==> src/rtl/neutron_burst_scheduler.sv <==
// Burst sequencer for the neutron pulse generator: runs NWIN windows of WINDOW ticks,
// stepping the pulse delay after each window and wrapping to the scan start when it no longer fits.
module neutron_burst_scheduler #(
    parameter int WINDOW = 512
) (
    input  logic        clk,
    input  logic        reset_n,
    input  logic        cfg_we,
    input  logic [15:0] cfg_delay,
    input  logic [15:0] cfg_width,
    input  logic [15:0] cfg_step,
    input  logic [7:0]  cfg_nwin,
    input  logic [15:0] cfg_gap,
    input  logic        start,
    input  logic        abort,
    output logic        gen_reset,
    output logic [15:0] gen_delay,
    output logic [15:0] gen_width,
    output logic        win_start,
    output logic        pulse_gate,
    output logic [7:0]  win_idx,
    output logic        busy,
    output logic        done,
    output logic        err
);
    localparam logic [16:0] WINDOW_17 = 17'(WINDOW);
    localparam logic [17:0] WINDOW_18 = 18'(WINDOW);
    localparam logic [15:0] TICK_LAST = 16'(WINDOW - 1);

    typedef enum logic [2:0] {IDLE, ARM, RUN, GAP, FINISH} state_t;
    state_t state_reg, state_next;

    logic [15:0] sh_delay_reg, sh_delay_next;
    logic [15:0] sh_width_reg, sh_width_next;
    logic [15:0] sh_step_reg, sh_step_next;
    logic [7:0]  sh_nwin_reg, sh_nwin_next;
    logic [15:0] sh_gap_reg, sh_gap_next;
    logic [15:0] gen_delay_reg, gen_delay_next;
    logic [15:0] gen_width_reg, gen_width_next;
    logic [7:0]  win_idx_reg, win_idx_next;
    logic [15:0] tick_reg, tick_next;
    logic [15:0] gap_cnt_reg, gap_cnt_next;
    logic        err_reg, err_next;
    logic        gen_reset_reg, win_start_reg, pulse_gate_reg, busy_reg, done_reg;

    // START in IDLE validates whatever is being latched in the same cycle.
    logic [15:0] eff_delay, eff_width;
    logic [7:0]  eff_nwin;
    logic        eff_valid;
    assign eff_delay = cfg_we ? cfg_delay : sh_delay_reg;
    assign eff_width = cfg_we ? cfg_width : sh_width_reg;
    assign eff_nwin  = cfg_we ? cfg_nwin  : sh_nwin_reg;
    assign eff_valid = (eff_width != 16'd0) &&
                       (({1'b0, eff_delay} + {1'b0, eff_width}) <= WINDOW_17);

    logic [16:0] next_delay;
    logic [17:0] scan_sum;
    logic        last_tick, last_window, in_run_states;
    assign next_delay    = {1'b0, gen_delay_reg} + {1'b0, sh_step_reg};
    assign scan_sum      = {1'b0, next_delay} + {2'b00, gen_width_reg};
    assign last_tick     = (tick_reg == TICK_LAST);
    assign last_window   = (({1'b0, win_idx_reg} + 9'd1) == {1'b0, sh_nwin_reg});
    assign in_run_states = (state_reg == ARM) || (state_reg == RUN) || (state_reg == GAP);

    always_comb begin
        state_next     = state_reg;
        sh_delay_next  = sh_delay_reg;
        sh_width_next  = sh_width_reg;
        sh_step_next   = sh_step_reg;
        sh_nwin_next   = sh_nwin_reg;
        sh_gap_next    = sh_gap_reg;
        gen_delay_next = gen_delay_reg;
        gen_width_next = gen_width_reg;
        win_idx_next   = win_idx_reg;
        tick_next      = tick_reg;
        gap_cnt_next   = gap_cnt_reg;
        err_next       = err_reg;
        if (abort && in_run_states) begin
            state_next = FINISH;
        end else begin
            case (state_reg)
                IDLE: begin
                    if (cfg_we) begin
                        sh_delay_next = cfg_delay;
                        sh_width_next = cfg_width;
                        sh_step_next  = cfg_step;
                        sh_nwin_next  = cfg_nwin;
                        sh_gap_next   = cfg_gap;
                        err_next      = 1'b0;
                    end
                    if (start) begin
                        if (!eff_valid) begin
                            err_next = 1'b1;
                        end else if (eff_nwin == 8'd0) begin
                            state_next = FINISH;
                        end else begin
                            gen_delay_next = eff_delay;
                            gen_width_next = eff_width;
                            win_idx_next   = 8'd0;
                            state_next     = ARM;
                        end
                    end
                end
                ARM: begin
                    tick_next  = 16'd0;
                    state_next = RUN;
                end
                RUN: begin
                    tick_next = tick_reg + 16'd1;
                    if (last_tick) begin
                        if (last_window) begin
                            state_next = FINISH;
                        end else begin
                            win_idx_next   = win_idx_reg + 8'd1;
                            gen_delay_next = (scan_sum > WINDOW_18) ? sh_delay_reg : next_delay[15:0];
                            if (sh_gap_reg != 16'd0) begin
                                gap_cnt_next = 16'd0;
                                state_next   = GAP;
                            end else begin
                                state_next = ARM;
                            end
                        end
                    end
                end
                GAP: begin
                    if (gap_cnt_reg == sh_gap_reg - 16'd1) begin
                        state_next = ARM;
                    end else begin
                        gap_cnt_next = gap_cnt_reg + 16'd1;
                    end
                end
                FINISH: state_next = IDLE;
                default: state_next = IDLE;
            endcase
        end
    end

    always_ff @(posedge clk) begin
        if (!reset_n) begin
            state_reg      <= IDLE;
            sh_delay_reg   <= 16'd0;
            sh_width_reg   <= 16'd0;
            sh_step_reg    <= 16'd0;
            sh_nwin_reg    <= 8'd0;
            sh_gap_reg     <= 16'd0;
            gen_delay_reg  <= 16'd0;
            gen_width_reg  <= 16'd0;
            win_idx_reg    <= 8'd0;
            tick_reg       <= 16'd0;
            gap_cnt_reg    <= 16'd0;
            err_reg        <= 1'b0;
            gen_reset_reg  <= 1'b1;
            win_start_reg  <= 1'b0;
            pulse_gate_reg <= 1'b0;
            busy_reg       <= 1'b0;
            done_reg       <= 1'b0;
        end else begin
            state_reg      <= state_next;
            sh_delay_reg   <= sh_delay_next;
            sh_width_reg   <= sh_width_next;
            sh_step_reg    <= sh_step_next;
            sh_nwin_reg    <= sh_nwin_next;
            sh_gap_reg     <= sh_gap_next;
            gen_delay_reg  <= gen_delay_next;
            gen_width_reg  <= gen_width_next;
            win_idx_reg    <= win_idx_next;
            tick_reg       <= tick_next;
            gap_cnt_reg    <= gap_cnt_next;
            err_reg        <= err_next;
            // Status outputs are decoded from the next state so they line up with state_reg.
            gen_reset_reg  <= (state_next != RUN);
            win_start_reg  <= (state_next == RUN) && (state_reg == ARM);
            pulse_gate_reg <= (state_next == RUN);
            busy_reg       <= (state_next == ARM) || (state_next == RUN) || (state_next == GAP);
            done_reg       <= (state_next == FINISH);
        end
    end

    assign gen_reset  = gen_reset_reg;
    assign gen_delay  = gen_delay_reg;
    assign gen_width  = gen_width_reg;
    assign win_start  = win_start_reg;
    assign pulse_gate = pulse_gate_reg;
    assign win_idx    = win_idx_reg;
    assign busy       = busy_reg;
    assign done       = done_reg;
    assign err        = err_reg;
endmodule
==> config.mk <==
export PLATFORM = sky130hd
export DESIGN_NAME = neutron_burst_scheduler
export DESIGN_NICKNAME = d
export VERILOG_FILES = /design/src/rtl/neutron_burst_scheduler.sv
export SDC_FILE = /design/constraint.sdc
export NUM_CORES = 1
export LEC_CHECK = 0
export CORE_UTILIZATION = 55
export CTS_CLUSTER_DIAMETER = 100
export DETAILED_ROUTE_END_ITERATION = 10
export PLACE_DENSITY = 0.79
export SLEW_MARGIN = 40
export SYNTH_ARGS = -nofsm -noshare
export SYNTH_HDL_FRONTEND = slang
export SYNTH_SLANG_ARGS = --single-unit
export TNS_END_PERCENT = 5
==> constraint.sdc <==
create_clock -name clk -period 15.4 [get_ports clk]
set_input_delay 3.08 -clock clk [delete_from_list [all_inputs] [get_ports clk]]
set_output_delay 3.08 -clock clk [all_outputs]
set_load 0.03 [all_outputs]
[After elaboration in Yosys (flattened, before gate mapping)]
Index checks and enable logic that the tools add are counted.
Operators by class
  multipliers: 0
  equal/unequal tests: 18
  shift-type cells: 0
  magnitude comparators: 2
  reductions and logical operators: 20
  $add $sub $neg: 8
  muxes and demuxes: 34
  div/mod/pow operators: 0
  bitwise operators: 2
Operators with widths (number)
  $mux W16: 12
  $pmux W16 S2: 3
  $mux W8: 6
  $add A16 B16 Y17: 2
  $add A16 B1 Y16 const B: 2
  $reduce_bool A16 Y1: 2
  $mux W3: 7
  $add A17 B16 Y18: 1
  $gt A18 B10 Y1 const B: 1
  $le A17 B10 Y1 const B: 1
  $eq A16 B16 Y1: 1
  $eq A16 B9 Y1 const B: 1
  $pmux W8 S2: 1
  $sub A16 B1 Y16 const B: 1
  $eq A3 B2 Y1 const B: 4
  $ne A2 B2 Y1 const B: 6
  $pmux W3 S4: 1
  $add A8 B1 Y9 const B: 1
  $eq A9 B8 Y1: 1
  $add A8 B1 Y8 const B: 1
  $logic_not A8 Y1: 1
  $reduce_and A7 Y1: 1
  $eq A3 B1 Y1 const B: 2
  $reduce_and A6 Y1: 1
  other kinds (13): 24
Word-level totals
  memory bits (writable): 0
  bits in latches: 0
  output and inout bits: 46
  memories: 0
  bits in read-only memories: 0
  bits of input ports: 77
  flip-flop bits (word level): 153

[Logic depth before layout (Yosys ltp)]
Gate-level depths: netlist of run 1.
  depth after elaboration: 11
  depth in mapped cells: 21
  gate-level depth less buffers: 18

[Least setup slack after synthesis of run 1]
Ideal clock, no wire load.
  path kind: input port to flip-flop
  from: input port cfg_we
  to: register gen_delay_reg[14] (netlist: gen_delay[14])
  data arrival time: 7875 ps
  library setup time: 69 ps
  stages: 19
  path slack: 7456 ps
  cell sequence: clkbuf_1 -> clkbuf_1 -> buf_1 -> clkbuf_1 -> buf_2 -> mux2i_1 -> inv_1 -> ha_1 -> fa_1 -> a211oi_1 -> o21ai_0 -> and3_1 -> o41ai_2 -> nand4b_1 -> and2_1 -> buf_6 -> or3_4 -> buf_6 -> o21ai_1
On the way
  longest elaborated chain between the ends: 6
  elaborated cells between the ends (all ways): 15
  classes of those cells: add/sub: 1; order compare: 1; eq/ne: 2; mux: 7; reduce/logical: 4
Ends and longest elaborated chain
  start: declaration: line 8  | input logic cfg_we,
  $mux W16 (*)
  net eff_width[0]: line 47  | logic [15:0] eff_delay, eff_width;
  $add A16 B16 Y17: line 54  | (({1'b0, eff_delay} + {1'b0, eff_width}) <= WINDOW_17);
  $le A17 B10 Y1: line 54
  $logic_and A1 B1 Y1 (*): line 53  | assign eff_valid = (eff_width != 16'd0) &&
  $ne A2 B2 Y1 (no line) (*)
  $reduce_and A7 Y1 (no line) (*)
  end signal: assignment: line 164  | gen_delay_reg <= gen_delay_next;
  end: declaration: line 38  | logic [15:0] gen_delay_reg, gen_delay_next;
Mark *: on every way through the listed nets, which the timed path passes. The rest lies on a longest branch. The select of a mux whose other input is x is not followed.
A chain may end at the register's enable or synchronous reset.

[Worst setup path after layout of run 1]
  from: input port cfg_we
  to: register gen_delay_reg[10] (netlist: gen_delay[10])
On the way
  longest elaborated chain between the ends: 6
  elaborated cells between the ends (all ways): 15
  classes of those cells: add/sub: 1; order compare: 1; eq/ne: 2; mux: 7; reduce/logical: 4
Ends and longest elaborated chain (line)
  $mux W16
  net eff_delay[0]: 47
  $add A16 B16 Y17: 54
  $le A17 B10 Y1: 54
  $logic_and A1 B1 Y1: 53
  $ne A2 B2 Y1 (no line)
  $reduce_and A7 Y1 (no line)
The timed path passes the listed nets, and every way through them passes these cells. The select of a mux whose other input is x is not followed.

==> impl_metrics.ini, run 1 <==
[timing]
skew_ns = 0.0136
setup_tns_ns = 0
rsz0062_at_grt = false
period_needed_ns = 7.13
min_period_over_period_pct = 46.3
clock.fmax_mhz = 140
hold_viol_final = 0
max-slew-margin-rel_pct = 46.4
slew_violations = 0
setup_viol_count_final = 0
worst_slew_pin_slew_ns = 0.804

[global_route]
grt_max_degree = 74
antenna_found_initial = 1
gr-total-overflow = 0
track_usage_pct = 30.6
grt_pass1_wl_mm = 44.8
grt_pass1_vias = 8729

[detailed_routing]
drt_wl_total_mm = 28.7
ant_nets = 0
drt_iter0_drc = 745
vias = 9758
wire_per_inst_um = 17.8
dr.pass1.iters = 5
via_per_inst = 6.04
route.detailed.drc = 0

[worst_setup_path]
crit_path_end_kind = flop
crit_path_start_kind = primary input
worst-r2r-cell-count = 19
critPathMaxFanout = 43
critical_path_class = primary input to flop
cp.required_ns = 15.76
arrival_ns = 7.50

[synthesis]
ys_top_cells_by_area = dfxtp_1, ha_1, nor2_1
synth_top_area_share_pct = 30.3
synth_xor_xnor_area_share_pct = 7.02
synthSimpleGateAreaFrac_pct = 25.2
synth_compound_area_share_pct = 21.0
synth_top_family_by_area = simple AND/OR/NAND/NOR gates
syn-num-nets = 1425
async_flop_share_pct = 0
syn_area_sq_um = 10100
synth_seq_area_share_pct = 30.3
synth_adder_area_share_pct = 7.16
ys_types = 85
postSynthCellCount = 1292
synth-main-ff-cell = dfxtp_1
yosys_warnings = 0
yosys-mux-area-fraction_pct = 4.53
postSynthAreaPerCell_sq_um = 7.82
synth_edf_count = 0
synth_seq_cells = 153
synth_top_area_cell = dfxtp_1

[cts]
clock_latency_ns = 0.44
clockBufferDepth = 2
cts_sinks = 153
post_cts_resized = 0
root_buffer = clkbuf_16
post_cts_buffers = 0
htree_levels = 4
cts_buffers = 17
clk_pin_slew_ns = 0.08
hold_buffers = 0
cts_tree = yes

[cells_and_area]
nets = 1505
most-common-layout-cells = nor2_1, dfxtp_1, nand2_1
fin_cells = 1615
drive_gt1_share_pct = 6.43
syn_to_final_growth_pct = 19.0
utilization_pct = 66.9
layout_commonest_cell = nor2_1
final_cell_area_sq_um = 12000

[placed_design]
gp_congestion = 0.931
placed_area_sq_um = 11400
hpwl_mm = 21.1
place_inst = 1582
port_buffers = 122

[floorplan]
die_area_sq_um = 18900
rows = 49
die_h_um = 138
die_w_um = 138
boundaryPins = 123
core_sq_um = 18000
start_util_pct = 56.2

[power]
power_leakage_nw = 4.90
powerDensity_nw_per_um2 = 86.4
power_mw = 1.04
ir_worst_vdd_mv = 0.0875

[run_status]
outcome = completed

[hold_path]
hp-class = flop to flop
hold_depth = 2

[run]
maxCapViolCount = 0
[synthesized netlist by cell type (11+ instances only)]
master,number
clkbuf_1,58
mux2_2,14
nand2_1,130
o21ai_1,12
o211ai_1,16
a211o_1,11
nor4_1,15
nand3_1,43
nand2b_1,13
nor2_1,170
and2_1,11
xnor2_1,38
inv_1,46
nor3_1,46
or3_1,12
o31ai_1,12
a211oi_1,44
a21oi_1,92
and3_1,17
ha_1,53
dfxtp_1,153
mux2i_1,30
xor2_1,43
o21ai_0,40
nand4_1,11
[worst paths after layout]
check | start | to | slack, ns
worst max register to register | gen_delay[0] | gen_delay[7] | 10.06
worst max-delay path | cfg_we | gen_delay[10] | 8.27
worst min-delay path | sh_step_reg[3] | sh_step_reg[3] | 0.46
worst min register to register | sh_step_reg[3] | sh_step_reg[3] | 0.46
[layout make-up]
type	count	area, sq um
Clock buffer	18	439
Multi-Input combinational cell	1019	6590
Clock inverter	14	153
Antenna cell	1	2.50
Timing Repair Buffer	134	1310
Sequential cell	153	3060
Tap cell	229	287
Fill cell	1554	5940
Inverter	47	176
[report_power, final]
part	internal, mW	total [mW]	switching (mW)
registers	0.408	0.420	0.0122
clock network	0.233	0.425	0.192
logic	0.0835	0.193	0.110
[critical path, stage by stage]
cell and delay (ns):
buf_2 0.07, buf_4 0.50, mux2_2 0.44, ha_1 0.23, fa_1 0.40, a211oi_1 0.43
o21ai_0 0.28, and3_1 0.25, o41ai_2 0.40, nand4b_1 0.25, and2_1 0.43, or3_4 0.52
o21ai_0 0.16
[cell families after synthesis]
family | after synthesis
adders and majority gates | 56
AOI/OAI and AO/OA | 313
buffers and inverters | 120
xor gates and xnor gates | 81
muxes | 44
DFF | 153
and+or+nand+nor | 525
[metrics by stage]
| stage | hold WS, ns | setup slack [ns] |
|---|---|---|
| 4_1_cts | 0.462 | 8.23 |
| 5_1_grt | 0.480 | 7.95 |
| 3_5_place_dp | 0.452 | 7.83 |
| 2_1_floorplan | 0.440 | 7.46 |
| 3_3_place_gp | 0.450 | 8.00 |
| 6_report | 0.464 | 8.27 |
[routing by layer]
metal  wire (um)  GRT usage [%]  up-vias
met5           0              0        -
met4         647           9.22        0
met1       13300           41.9     4550
met2       12900           48.3      345
met3        1860           5.85       47
li1            -              -     4816
Note: power is estimated with default switching activity, not from simulation.
==> run 2: changes to the inputs <==
==> constraint.sdc (replaced) <==
create_clock -name clk -period 6.85 [get_ports clk]
set_input_delay 1.37 -clock clk [delete_from_list [all_inputs] [get_ports clk]]
set_output_delay 1.37 -clock clk [all_outputs]
set_load 0.03 [all_outputs]
==> impl_metrics.ini, run 2 (same netlist as run 1, synthesis figures left out) <==
[global_route]
track_usage_pct = 31.1
grt_max_degree = 62
gr-total-overflow = 0
grt_pass1_vias = 8848
antenna_found_initial = 0
grt_pass1_wl_mm = 45.4

[power]
swShare_pct = 28.2
seq_power_share_pct = 40.4
powerDensity_nw_per_um2 = 195
power.switching_uw = 660
pwr-share-clk_pct = 40.8
ir_worst_vdd_mv = 0.186
pwr-share-comb_pct = 18.8
power_leakage_nw = 4.90
p_int_mw = 1.68

[detailed_routing]
drt_iter0_drc = 821
wire_per_inst_um = 18.0
dr.pass1.iters = 5
route.detailed.drc = 0
via_per_inst = 6.10
vias = 9838
ant_nets = 0
drt_wl_total_mm = 29.0

[cells_and_area]
drive_gt1_share_pct = 6.14
layout_commonest_cell = nor2_1
num_antenna_cells = 0
nets = 1506
final_cell_area_sq_um = 12000
syn_to_final_growth_pct = 19.0
most-common-layout-cells = nor2_1, dfxtp_1, nand2_1

[cts]
root_buffer = clkbuf_16
clk_pin_slew_ns = 0.06
hold_buffers = 0
clock_latency_ns = 0.43
post_cts_buffers = 0
cts_tree = yes
post_cts_resized = 0
cts_buffers = 17
cts_sinks = 153
htree_levels = 4
clockBufferDepth = 2

[timing]
worst_slew_pin_slew_ns = 0.804
whs_ns = 0.461
hold_viol_final = 0
worst_slack_ns = 1.24
skew_ns = 0.00969
rsz0062_at_grt = false
max-slew-margin-rel_pct = 46.2
min_period_over_period_pct = 81.9
slew_violations = 0
clock.fmax_mhz = 178
setup_tns_ns = 0
setup_viol_count_final = 0
period_needed_ns = 5.61

[placed_design]
port_buffers = 122
place_ws_ns = 0.849
gp_congestion = 0.937
placed_area_sq_um = 11400
hpwl_mm = 21.5

[worst_setup_path]
critPathMaxFanout = 24
worst_r2r_startpoint = gen_delay[0]
critical_path_class = primary input to flop
worstPathCellList = buf_2, buf_4, mux2_2, fa_1, a211oi_1, o21ai_0, and3_1, o41ai_2, nand4b_1, and2_1, or3_4, o21ai_1
crit_path_end_kind = flop
path_delay_family = simple AND/OR/NAND/NOR gates
worst-r2r-cell-count = 19
rrSetupSlack_ns = 1.36
crit_path_start_kind = primary input
critPathBufInv = 2
r2r_end = gen_delay[10]
cp.required_ns = 7.20
arrival_ns = 5.96
critPathSlowestCell = buf_2
slowest_delay_ns = 0.51

[hold_path]
holdPathEnd = sh_step_reg[4]
hold_depth = 2
hp-class = flop to flop
hold_start = sh_step_reg[4]

[floorplan]
die_area_sq_um = 18900
rows = 49
boundaryPins = 123
die_h_um = 138
start_util_pct = 56.2
die_w_um = 138
core_sq_um = 18000

[run]
maxCapViolCount = 0

[run_status]
outcome = completed
==> run 2: cell count changes in the layout (fill, tap and decap cells not counted), sizes merged <==
cell	change
diode	-1
buf	+1
bufinv	+2
inv	-6
clkbuf	+3
==> run 2: layout make-up <==
class | instances | area (sq um)
Clock buffer | 21 | 440
Clock inverter | 10 | 144
Fill cell | 1596 | 5940
Inverter | 47 | 178
Multi-Input combinational cell | 1019 | 6590
Sequential cell | 153 | 3060
Tap cell | 229 | 287
Timing Repair Buffer | 135 | 1310
==> run 2: worst min-delay path: cells and delay by family, from the launching register on <==
| family | cells | cell delay [ns] |
|---|---|---|
| and+or+nand+nor | 1 | 0.05 |
| AOI/OAI and AO/OA | 1 | 0.05 |
| DFF | 1 | 0.31 |
==> run 2: how the worst max path moves through the flow <==
stage	startpoint	end	cells past startpoint
after floorplan	cfg_we	gen_delay[14]	19
after global placement	cfg_we	win_idx[7]	12
after detailed placement	cfg_we	gen_delay[11]	12
after CTS	cfg_we	gen_delay[11]	12
after global routing	cfg_we	gen_delay[3]	12
final	cfg_we	gen_delay[3]	12
==> run 2: power by group through the flow <==
stage / Combinational, mW / Sequential, mW / Clock, mW
2_1_floorplan: 0.290 / 0.960 / 0
3_3_place_gp: 0.425 / 0.964 / 0
3_5_place_dp: 0.429 / 0.964 / 0
4_1_cts: 0.433 / 0.945 / 0.963
5_1_grt: 0.478 / 0.949 / 1.00
6_report: 0.440 / 0.946 / 0.955
==> run 2: per-stage QoR <==
| stage | cells | util (%) | power, mW |
|---|---|---|---|
| 4_1_cts | 1614 | 66.8 | 2.34 |
| 6_report | 1614 | 66.9 | 2.34 |
| 5_1_grt | 1614 | 66.9 | 2.43 |
| 3_3_place_gp | 1583 | 63.5 | 1.39 |
| 3_5_place_dp | 1583 | 63.6 | 1.39 |
| 2_1_floorplan | 1292 | - | 1.25 |
==> run 2: metal layers <==
metal	track usage, %	wire length (um)
met5	0	0
met4	11.2	816
met3	5.78	1890
met2	48.7	13100
met1	42.4	13200
==> run 3: changes to the inputs <==
==> constraint.sdc (replaced) <==
create_clock -name clk -period 5.3 [get_ports clk]
set_input_delay 1.06 -clock clk [delete_from_list [all_inputs] [get_ports clk]]
set_output_delay 1.06 -clock clk [all_outputs]
set_load 0.03 [all_outputs]
==> impl_metrics.ini, run 3 (same netlist as run 1, synthesis figures left out) <==
[run_status]
outcome = completed

[floorplan]
start_util_pct = 56.2
die_area_sq_um = 18900
core_sq_um = 18000
rows = 49
die_w_um = 138
boundaryPins = 123
die_h_um = 138

[cts]
root_buffer = clkbuf_16
clockBufferDepth = 2
cts_tree = yes
cts_buffers = 17
hold_buffers = 0
clock_latency_ns = 0.44
clk_pin_slew_ns = 0.06
cts_sinks = 153
htree_levels = 4

[worst_setup_path]
critPathBufInv = 2
path_common_cell = a21oi_1
crit_start = gen_delay[1]
critPathSlowestCell = or4_1
arrival_ns = 5.36
worst-r2r-cell-count = 18
cp.required_ns = 5.68
crit_path_end_kind = flop
crit_path_start_kind = flop
critical_path_class = flop to flop
r2r_end = gen_delay[11]
worst_r2r_startpoint = gen_delay[1]
path_delay_family = simple AND/OR/NAND/NOR gates
critPathMaxFanout = 25
crit_cells = 18
slowest_delay_ns = 0.53
worstPathCellList = ha_1, a21oi_1, o2111ai_2, a21oi_1, nor2_1, xor2_1, ha_1, nor2b_1, nor3_1, a21oi_1, or4_1, nor4b_1, nor4b_4, buf_12, mux2_2, o21ai_0, buf_4, o211a_1
rrSetupSlack_ns = 0.32
crit_end = gen_delay[11]

[timing]
whs_ns = 0.463
min_period_over_period_pct = 93.9
period_needed_ns = 4.98
max-slew-margin-rel_pct = 54.3
hold_viol_final = 0
setup_tns_ns = 0
slew_violations = 0
worst_slew_pin_slew_ns = 0.686
rsz0062_at_grt = false
worst_slack_ns = 0.321
setup_viol_count_final = 0
skew_ns = 0.00633
clock.fmax_mhz = 201

[detailed_routing]
dr.pass1.iters = 5
vias = 10100
wire_per_inst_um = 17.9
drt_iter0_drc = 834
via_per_inst = 6.15
ant_nets = 0
drt_wl_total_mm = 29.3
route.detailed.drc = 0

[cells_and_area]
syn_to_final_growth_pct = 20.8
regArea_sq_um = 3060
utilization_pct = 67.9
drive_gt1_share_pct = 7.54
layout_commonest_cell = nor2_1
fillers = 1542
nets = 1526
fin_cells = 1635
most-common-layout-cells = nor2_1, dfxtp_1, nand2_1
num_antenna_cells = 0
multi_input_area_sq_um = 6590
final_cell_area_sq_um = 12200

[placed_design]
port_buffers = 122
placed_area_sq_um = 11600
place_ws_ns = 0.261
place_inst = 1603
hpwl_mm = 21.8
gp_congestion = 1.01

[global_route]
grt_pass1_wl_mm = 45.9
grt_pass1_vias = 8862
gr-total-overflow = 0
track_usage_pct = 31.3
grt_max_degree = 62
antenna_found_initial = 0

[hold_path]
hp-class = flop to flop

[power]
pwr-share-clk_pct = 40.5
swShare_pct = 29.3
pwr-share-comb_pct = 19.2
power_leakage_nw = 5.01
ir_worst_vdd_mv = 0.235
p_int_mw = 2.14
power_mw = 3.03
powerDensity_nw_per_um2 = 249
seq_power_share_pct = 40.3
power.switching_uw = 890

[run]
maxCapViolCount = 0
[run 3: changes by cell type in the layout (fill, tap and decap cells not counted), sizes merged]
cell      change
clkinv        -2
inv           +4
bufinv        -1
clkbuf        -1
buf          +20
clkinvlp      +1
[run 3: area by class of cell]
cell class                      count  share of cell area, %
Multi-Input combinational cell   1019                   54.0
Sequential cell                   153                   25.1
Timing Repair Buffer              155                   12.3
Clock buffer                       20                   3.58
Tap cell                          229                   2.35
Inverter                           47                   1.45
Clock inverter                     12                   1.16
[run 3: how the worst min path moves through the flow]
stage | end | startpoint | cells after the start | slack, ns
6_report | sh_step_reg[2] | sh_step_reg[2] | 2 | 0.46
5_1_grt | sh_step_reg[5] | sh_step_reg[5] | 2 | 0.48
4_1_cts | sh_step_reg[7] | sh_step_reg[7] | 2 | 0.46
3_5_place_dp | sh_step_reg[7] | sh_step_reg[7] | 2 | 0.45
3_3_place_gp | sh_step_reg[11] | sh_step_reg[11] | 2 | 0.45
2_1_floorplan | sh_step_reg[0] | sh_step_reg[0] | 2 | 0.44
[run 3: what timing repair did]
item	CTS	global route
hold endpoints to repair	0	0
resized for setup	0	1
endpoints found under the setup margin	0	1
buffers inserted	0	0
[run 3: worst reg2reg max path, cell delays in order (launching register included)]
cell and delay (ns):
dfxtp_1 0.42, ha_1 0.27, a21oi_1 0.32, o2111ai_2 0.25
a21oi_1 0.28, nor2_1 0.10, xor2_1 0.38, ha_1 0.40
nor2b_1 0.18, nor3_1 0.13, a21oi_1 0.07, or4_1 0.53
nor4b_1 0.31, nor4b_4 0.30, buf_12 0.21, mux2_2 0.35
o21ai_0 0.17, buf_4 0.13, o211a_1 0.13
[run 3: layer usage]
metal  vias up  wire length, um  GRT usage (%)
met1      4761            13500           44.1
met4         0              608           10.4
met3        46             1930           3.94
met2       399            13300           48.9
met5         -                0              0
li1       4846                -              -
[run 3: power groups by stage]
stage / Sequential [mW] / Clock [mW] / Combinational [mW]
after floorplan: 1.24 / 0 / 0.376
after global placement: 1.25 / 0 / 0.562
after detailed placement: 1.25 / 0 / 0.567
after CTS: 1.22 / 1.23 / 0.572
after global routing: 1.23 / 1.29 / 0.635
final: 1.22 / 1.23 / 0.582
